**config.mk**
```make
export PLATFORM = sky130hd
export DESIGN_NAME = itree_channel_scheduler
export DESIGN_NICKNAME = d
export VERILOG_FILES = /design/src/rtl/itree_channel_scheduler.sv
export SDC_FILE = /design/constraint.sdc
export NUM_CORES = 1
export LEC_CHECK = 0
export ABC_AREA = 1
export ABC_CLOCK_PERIOD_IN_PS = 1800
export CAP_MARGIN = 25
export CORE_ASPECT_RATIO = 0.75
export CORE_UTILIZATION = 41
export CTS_CLUSTER_DIAMETER = 120
export CTS_CLUSTER_SIZE = 28
export DETAILED_ROUTE_END_ITERATION = 8
export PLACE_DENSITY = 0.77
export SLEW_MARGIN = 15
export SYNTH_ARGS = -nofsm -noshare
export SYNTH_HDL_FRONTEND = slang
export SYNTH_SLANG_ARGS = --single-unit
```
**constraint.sdc**
```tcl
create_clock -name clk -period 1.8 [get_ports clk]
set_input_delay 0.36 -clock clk [delete_from_list [all_inputs] [get_ports clk]]
set_output_delay 0.36 -clock clk [all_outputs]
set_load 0.02 [all_outputs]
```
**src/rtl/itree_channel_scheduler.sv**
```systemverilog
// Shares one isolation-tree evaluator among NUM_CH channels: grant, issue, wait EVAL_LAT, report, repeat.
// Latency: accept T, eval_valid T+1, eval_anomaly sampled T+1+EVAL_LAT, result_valid T+2+EVAL_LAT.
// Backpressure: ch_ready is a one-hot accept strobe only while IDLE. Define ITREE_SCHED_PRIORITY_EN for fixed priority.

module itree_channel_scheduler #(
   parameter int NUM_CH   = 4,
   parameter int DATA_W   = 8,
   parameter int EVAL_LAT = 2,
   parameter int CNT_W    = 8
) (
   input  logic                       clk,
   input  logic                       reset,
   input  logic [NUM_CH-1:0]          ch_valid,
   input  logic [NUM_CH*DATA_W-1:0]   ch_data,
   output logic [NUM_CH-1:0]          ch_ready,
   output logic [DATA_W-1:0]          eval_data,
   output logic                       eval_valid,
   input  logic                       eval_anomaly,
   output logic                       result_valid,
   output logic [$clog2(NUM_CH)-1:0]  result_ch,
   output logic                       result_anomaly,
   output logic [NUM_CH-1:0]          ch_alarm,
   input  logic [NUM_CH-1:0]          alarm_clear,
   output logic [CNT_W-1:0]           anomaly_count,
   output logic                       busy
);

   localparam int CH_W  = $clog2(NUM_CH);
   localparam int LAT_W = $clog2(EVAL_LAT + 1);

   typedef enum logic [1:0] {
      S_IDLE   = 2'd0,
      S_ISSUE  = 2'd1,
      S_WAIT   = 2'd2,
      S_REPORT = 2'd3
   } state_t;

   state_t              state_q;
   logic [CH_W-1:0]     rr_ptr_q;
   logic [LAT_W-1:0]    lat_q;
   logic [CH_W-1:0]     ch_q;
   logic [DATA_W-1:0]   eval_data_q;
   logic                eval_valid_q;
   logic                result_valid_q;
   logic [CH_W-1:0]     result_ch_q;
   logic                result_anomaly_q;
   logic [NUM_CH-1:0]   alarm_q;
   logic [NUM_CH-1:0]   alarm_d;
   logic [CNT_W-1:0]    count_q;
   logic [CNT_W-1:0]    count_d;

   logic                grant_found;
   logic [CH_W-1:0]     grant_idx;
   logic                report_hit;

   // Channel index base+off folded back into 0..NUM_CH-1 (off < NUM_CH, base < NUM_CH).
   function automatic int wrap_add(input int base, input int off);
      int s;
      s = base + off;
      if (s >= NUM_CH) s = s - NUM_CH;
      return s;
   endfunction

   // Find the first valid channel searching upward from rr_ptr; in the priority build rr_ptr stays 0,
   // so the same search degenerates to lowest-index-wins. Iterating downward lets the smallest offset win.
   always_comb begin
      grant_found = 1'b0;
      grant_idx   = '0;
      for (int i = NUM_CH - 1; i >= 0; i--) begin
         if (ch_valid[wrap_add(int'(rr_ptr_q), i)]) begin
            grant_found = 1'b1;
            grant_idx   = CH_W'(wrap_add(int'(rr_ptr_q), i));
         end
      end
   end

   // Accept strobe: one-hot on the granted channel, only while idle and only when that channel is valid.
   always_comb begin
      ch_ready = '0;
      for (int i = 0; i < NUM_CH; i++) begin
         ch_ready[i] = (state_q == S_IDLE) && grant_found && (grant_idx == CH_W'(i));
      end
   end

`ifndef ITREE_SCHED_PRIORITY_EN
   logic [CH_W-1:0] rr_next;

   // Pointer moves to the channel after the one just granted, wrapping at NUM_CH-1.
   always_comb begin
      rr_next = '0;
      if (grant_idx != CH_W'(NUM_CH - 1)) rr_next = grant_idx + CH_W'(1);
   end
`endif

   assign report_hit = (state_q == S_REPORT) && result_anomaly_q;

   // Sticky alarms and saturating anomaly counter; a report set beats a same-cycle clear.
   always_comb begin
      alarm_d = alarm_q & ~alarm_clear;
      count_d = count_q;
      if (report_hit) begin
         alarm_d[result_ch_q] = 1'b1;
         if (count_q != {CNT_W{1'b1}}) count_d = count_q + CNT_W'(1);
      end
   end

   // Sequencer: IDLE -> ISSUE -> WAIT (EVAL_LAT cycles from the pulse) -> REPORT, all outputs registered.
   always_ff @(posedge clk) begin
      if (reset) begin
         state_q          <= S_IDLE;
         rr_ptr_q         <= '0;
         lat_q            <= '0;
         ch_q             <= '0;
         eval_data_q      <= '0;
         eval_valid_q     <= 1'b0;
         result_valid_q   <= 1'b0;
         result_ch_q      <= '0;
         result_anomaly_q <= 1'b0;
         alarm_q          <= '0;
         count_q          <= '0;
      end else begin
         eval_valid_q   <= 1'b0;
         result_valid_q <= 1'b0;
         alarm_q        <= alarm_d;
         count_q        <= count_d;
         case (state_q)
            S_IDLE: begin
               if (grant_found) begin
                  eval_data_q  <= ch_data[grant_idx*DATA_W +: DATA_W];
                  ch_q         <= grant_idx;
`ifdef ITREE_SCHED_PRIORITY_EN
                  rr_ptr_q     <= '0;
`else
                  rr_ptr_q     <= rr_next;
`endif
                  eval_valid_q <= 1'b1;
                  state_q      <= S_ISSUE;
               end
            end
            S_ISSUE: begin
               lat_q   <= LAT_W'(1);
               state_q <= S_WAIT;
            end
            S_WAIT: begin
               if (lat_q == LAT_W'(EVAL_LAT)) begin
                  result_anomaly_q <= eval_anomaly;
                  result_ch_q      <= ch_q;
                  result_valid_q   <= 1'b1;
                  state_q          <= S_REPORT;
               end else begin
                  lat_q <= lat_q + LAT_W'(1);
               end
            end
            S_REPORT: begin
               state_q <= S_IDLE;
            end
            default: begin
               state_q <= S_IDLE;
            end
         endcase
      end
   end

   assign eval_data      = eval_data_q;
   assign eval_valid     = eval_valid_q;
   assign result_valid   = result_valid_q;
   assign result_ch      = result_ch_q;
   assign result_anomaly = result_anomaly_q;
   assign ch_alarm       = alarm_q;
   assign anomaly_count  = count_q;
   assign busy           = (state_q != S_IDLE);

endmodule

```
==> results by group <==
Clock tree
  – Clk slew on worst S/H paths: about 0.08 ns
  – Number of H-tree levels: 2
  – Clk buf depth: 2
  – Clk Latency, worst-skew pair: approximately 0.29 ns
  – Root buffer cell: clkbuf_8
  – CTS buffer count: 5
  – Clk sinks: 33
  – CTS tree: done

Final layout
  – Multi-input gate area: 0.00125 mm2
  – FF+latch area: around 670 um2
  – Final net count: roughly 490
  – Synth-to-Final Area Change: 65.7%
  – Most frequent cells in the layout: inv_1, clkdlybuf4s50_1, nand3_1
  – Share of cells above drive strength 1: around a quarter
  – Commonest non-fill, non-tap cell in the layout: inv_1
  – Antenna Cells: 0
  – Filler cells: around 360
  – Cell area after layout: between 0.003 and 0.004 mm2

Power and ir drop
  – Leak: around 1.7 nW
  – Pint: 0.00313 W
  – Sequential power share: 17.9%
  – Clock Power Share: around 13%
  – Comb power frac: a little over two thirds
  – PwrDens: 1650 mW/mm2
  – Sw power: ~0.0025 W
  – Switching share of power: 44.6%
  – Peak VDD IR: ~0.75 mV

Worst setup path
  – Worst r2r path cells: 15
  – Critical Path Max Stage Delay: approximately 0.41 ns
  – CP arrival: between 1.5 and 2 ns
  – Largest delay share family, worst path: simple AND/OR/NAND/NOR gates
  – RR Startpoint: rr_ptr_q[0]
  – Buf+Inv Stages, Crit Path: 4
  – Kind of critical path: flop to primary output
  – Crit Path Max Fanout: 6
  – Req. time, crit path: ~1.4 ns
  – Reg-to-reg endpoint: eval_data[0]
  – Worst setup SP type: flop
  – Crit-path cells: buf_6 > nand2_4 > nand3_4 > buf_4 > nand3_1 > nand3_1 > nand2_1 > nand2_1 > nand2_2 > buf_4 > nor3_4 > buf_6
  – Critical Path Slowest Stage Cell: dfxtp_4
  – R2R Setup Slk: -0.19 ns
  – CP Capture Type: primary output

Synthesis
  – Ys flop type: dfxtp_1
  – YS warnings: 0
  – Synth Register Bits: 33
  – Synthesized area per cell: 6.31 um2
  – Cell area after synthesis: 0.00207 mm2
  – Post-synth EDFFs: 0
  – Syn_nets: 378
  – Sequential fraction of the synthesis area: between 30% and 40%
  – Mapped Cells: about 330
  – Cell variety after synth: 26
  – Asr flop ratio synth: 0%

Min path
  – Hold path endpoint: ch_alarm[0]
  – Hold depth: 2
  – Hold Path Origin: ch_alarm[0]
  – Hold WC Path Type: flop to flop

Drt
  – Final ANT Viol Nets: 0
  – Residual DRC: 10
  – Drt wl/cell: about 12 um
  – Detailed-route via count: 2,394
  – Pre-antenna DRT Iters: 7
  – Routed vias/inst: approximately 4.8
  – Final wirelength: 5.93 mm
  – DR iter-0 viols: between 100 and 150

Placement
  – Gp weighted congestion: a little under 0.9
  – Port Buffers: 72
  – Post-DP Area: 0.00303 mm2
  – Placed wire-length estimate: 4.06 mm

Die
  – Die area: between 0.005 and 0.006 mm2
  – Die height: ~64 um
  – # IOs: 73
  – Chip width: between 80 and 90 um
  – Initial Util: about 45%
  – Core Rows: 21
  – Core area: about 0.0047 mm2

Timing
  – Final Hold Vio Count: 0
  – RSZ-0062 raised after global routing: true
  – Relative slew margins: 71.8%
  – Max frequency: between 0.4 and 0.5 GHz
  – Final min period: approximately 2.2 ns
  – Worst Tran Pin Value: between 0.4 and 0.5 ns
  – Clk_skew: approximately 0.014 ns
  – PnR worst setup slack: -0.417 ns
  – Fin Setup TNS: -3.33 ns
  – Tcrit/Tclk final: 123%
  – Final Max Tran Viols: 0
  – Final Setup Violations: 15

Run status
  – Status: finished, violations left
  – Failing checks: design-rule violations, negative setup slack

Global routing
  – Initial antenna violation count: 0
  – Global-route wire length before repair: a little under 10 mm
  – Tot GR Track Use: a little under a quarter
  – Largest net degree at the start of global routing: 20
  – GR Overflow Total: 0
  – Number of global-route vias before repair: roughly 2,200

Run
  – MaxCap Viol Count: 0
tightest hold or removal path, delay by kind of cell, from the launching register on:
kind	cells	cell delay (ns)
compound gates	1	0.05
simple gates	1	0.06
flops	1	0.31
power groups by stage:
stage          Clock [W]  Combinational, W  Sequential, W
2_1_floorplan          0           0.00199        0.00109
3_3_place_gp           0           0.00308        0.00101
3_5_place_dp           0           0.00314        0.00101
4_1_cts         0.000735           0.00360       0.000992
5_1_grt         0.000784           0.00424        0.00102
6_report        0.000720           0.00392        0.00101
worst max-delay path by stage:
| stage | start | to | slack (ns) | depth (start not counted) |
|---|---|---|---|---|
| floorplan | rr_ptr_q[0] | ch_ready[0] | -0.02 | 12 |
| global placement | ch_valid[3] | ch_ready[1] | -0.94 | 14 |
| detailed placement | ch_valid[2] | ch_ready[1] | -1.01 | 14 |
| CTS | rr_ptr_q[0] | ch_ready[0] | -0.35 | 14 |
| global route | rr_ptr_q[0] | ch_ready[1] | -0.49 | 12 |
| finish | rr_ptr_q[0] | ch_ready[3] | -0.42 | 12 |
stage by stage:
stage	std cells	utilization [%]	hold slack (ns)	setup slack [ns]	total power (W)
after floorplan	328	-	0.448	-0.0159	0.00308
after global placement	473	65.2	0.454	-0.941	0.00409
after detailed placement	473	65.2	0.462	-1.01	0.00415
after CTS	491	71.5	0.472	-0.350	0.00533
after global routing	495	73.8	0.503	-0.489	0.00605
final	495	73.8	0.466	-0.417	0.00565
flip-flops by register name, summed over array words and instances (netlist names):
name            count
rr_ptr_q            2
eval_data           8
ch_alarm            4
ch_q                2
result_anomaly      1
result_ch           2
state_q             2
eval_valid          1
result_valid        1
anomaly_count       8
lat_q               2
final cells by class:
type / instances / share of cell area (%)
Clock buffer: 7 / 2.52
Timing Repair Buffer: 110 / 30.1
Tap cell: 57 / 2.08
Clock inverter: 1 / 0.875
Multi-Input combinational cell: 212 / 36.3
Sequential cell: 33 / 19.4
Inverter: 75 / 8.71
logic make-up (layout without fill, tap and decap cells):
family                   after synthesis  in the layout  synth area share, %
adder cells (fa/ha/maj)                7              7                 4.23
AO/OA/AOI/OAI                         38             38                 9.97
AND/OR/NAND/NOR                      167            167                 37.2
flip-flops                            33             33                 31.9
buffers and inverters                 83            193                 16.7
synthesized netlist by cell type, types with 2 or more instances:
cell type / count / area (um2)
dfxtp_1: 33 / 661
nand2_4: 2 / 22.5
buf_4: 4 / 30.0
o21ai_0: 12 / 60.1
nand2_2: 13 / 81.3
nand2_1: 62 / 233
inv_1: 70 / 263
clkbuf_1: 3 / 11.3
a21oi_1: 20 / 100
nor2_1: 31 / 116
inv_2: 4 / 15.0
nand3_1: 54 / 270
ha_1: 7 / 87.6
metal layers:
layer / global-route usage, % / vias to the layer above / routed length (um)
met5: 0 / - / 0
met4: 5.82 / 0 / 110
met3: 5.50 / 12 / 393
met2: 38.0 / 96 / 2790
met1: 28.8 / 1053 / 2640
li1: - / 1233 / -
what timing repair did:
action | in CTS | in global routing
buffers inserted | 10 | 6
resized for setup | 62 | 23
pin swaps | 17 | 17
setup endpoints to repair | 15 | 18
hold buffers | 0 | 0
Power figures use the tool's default switching activity.
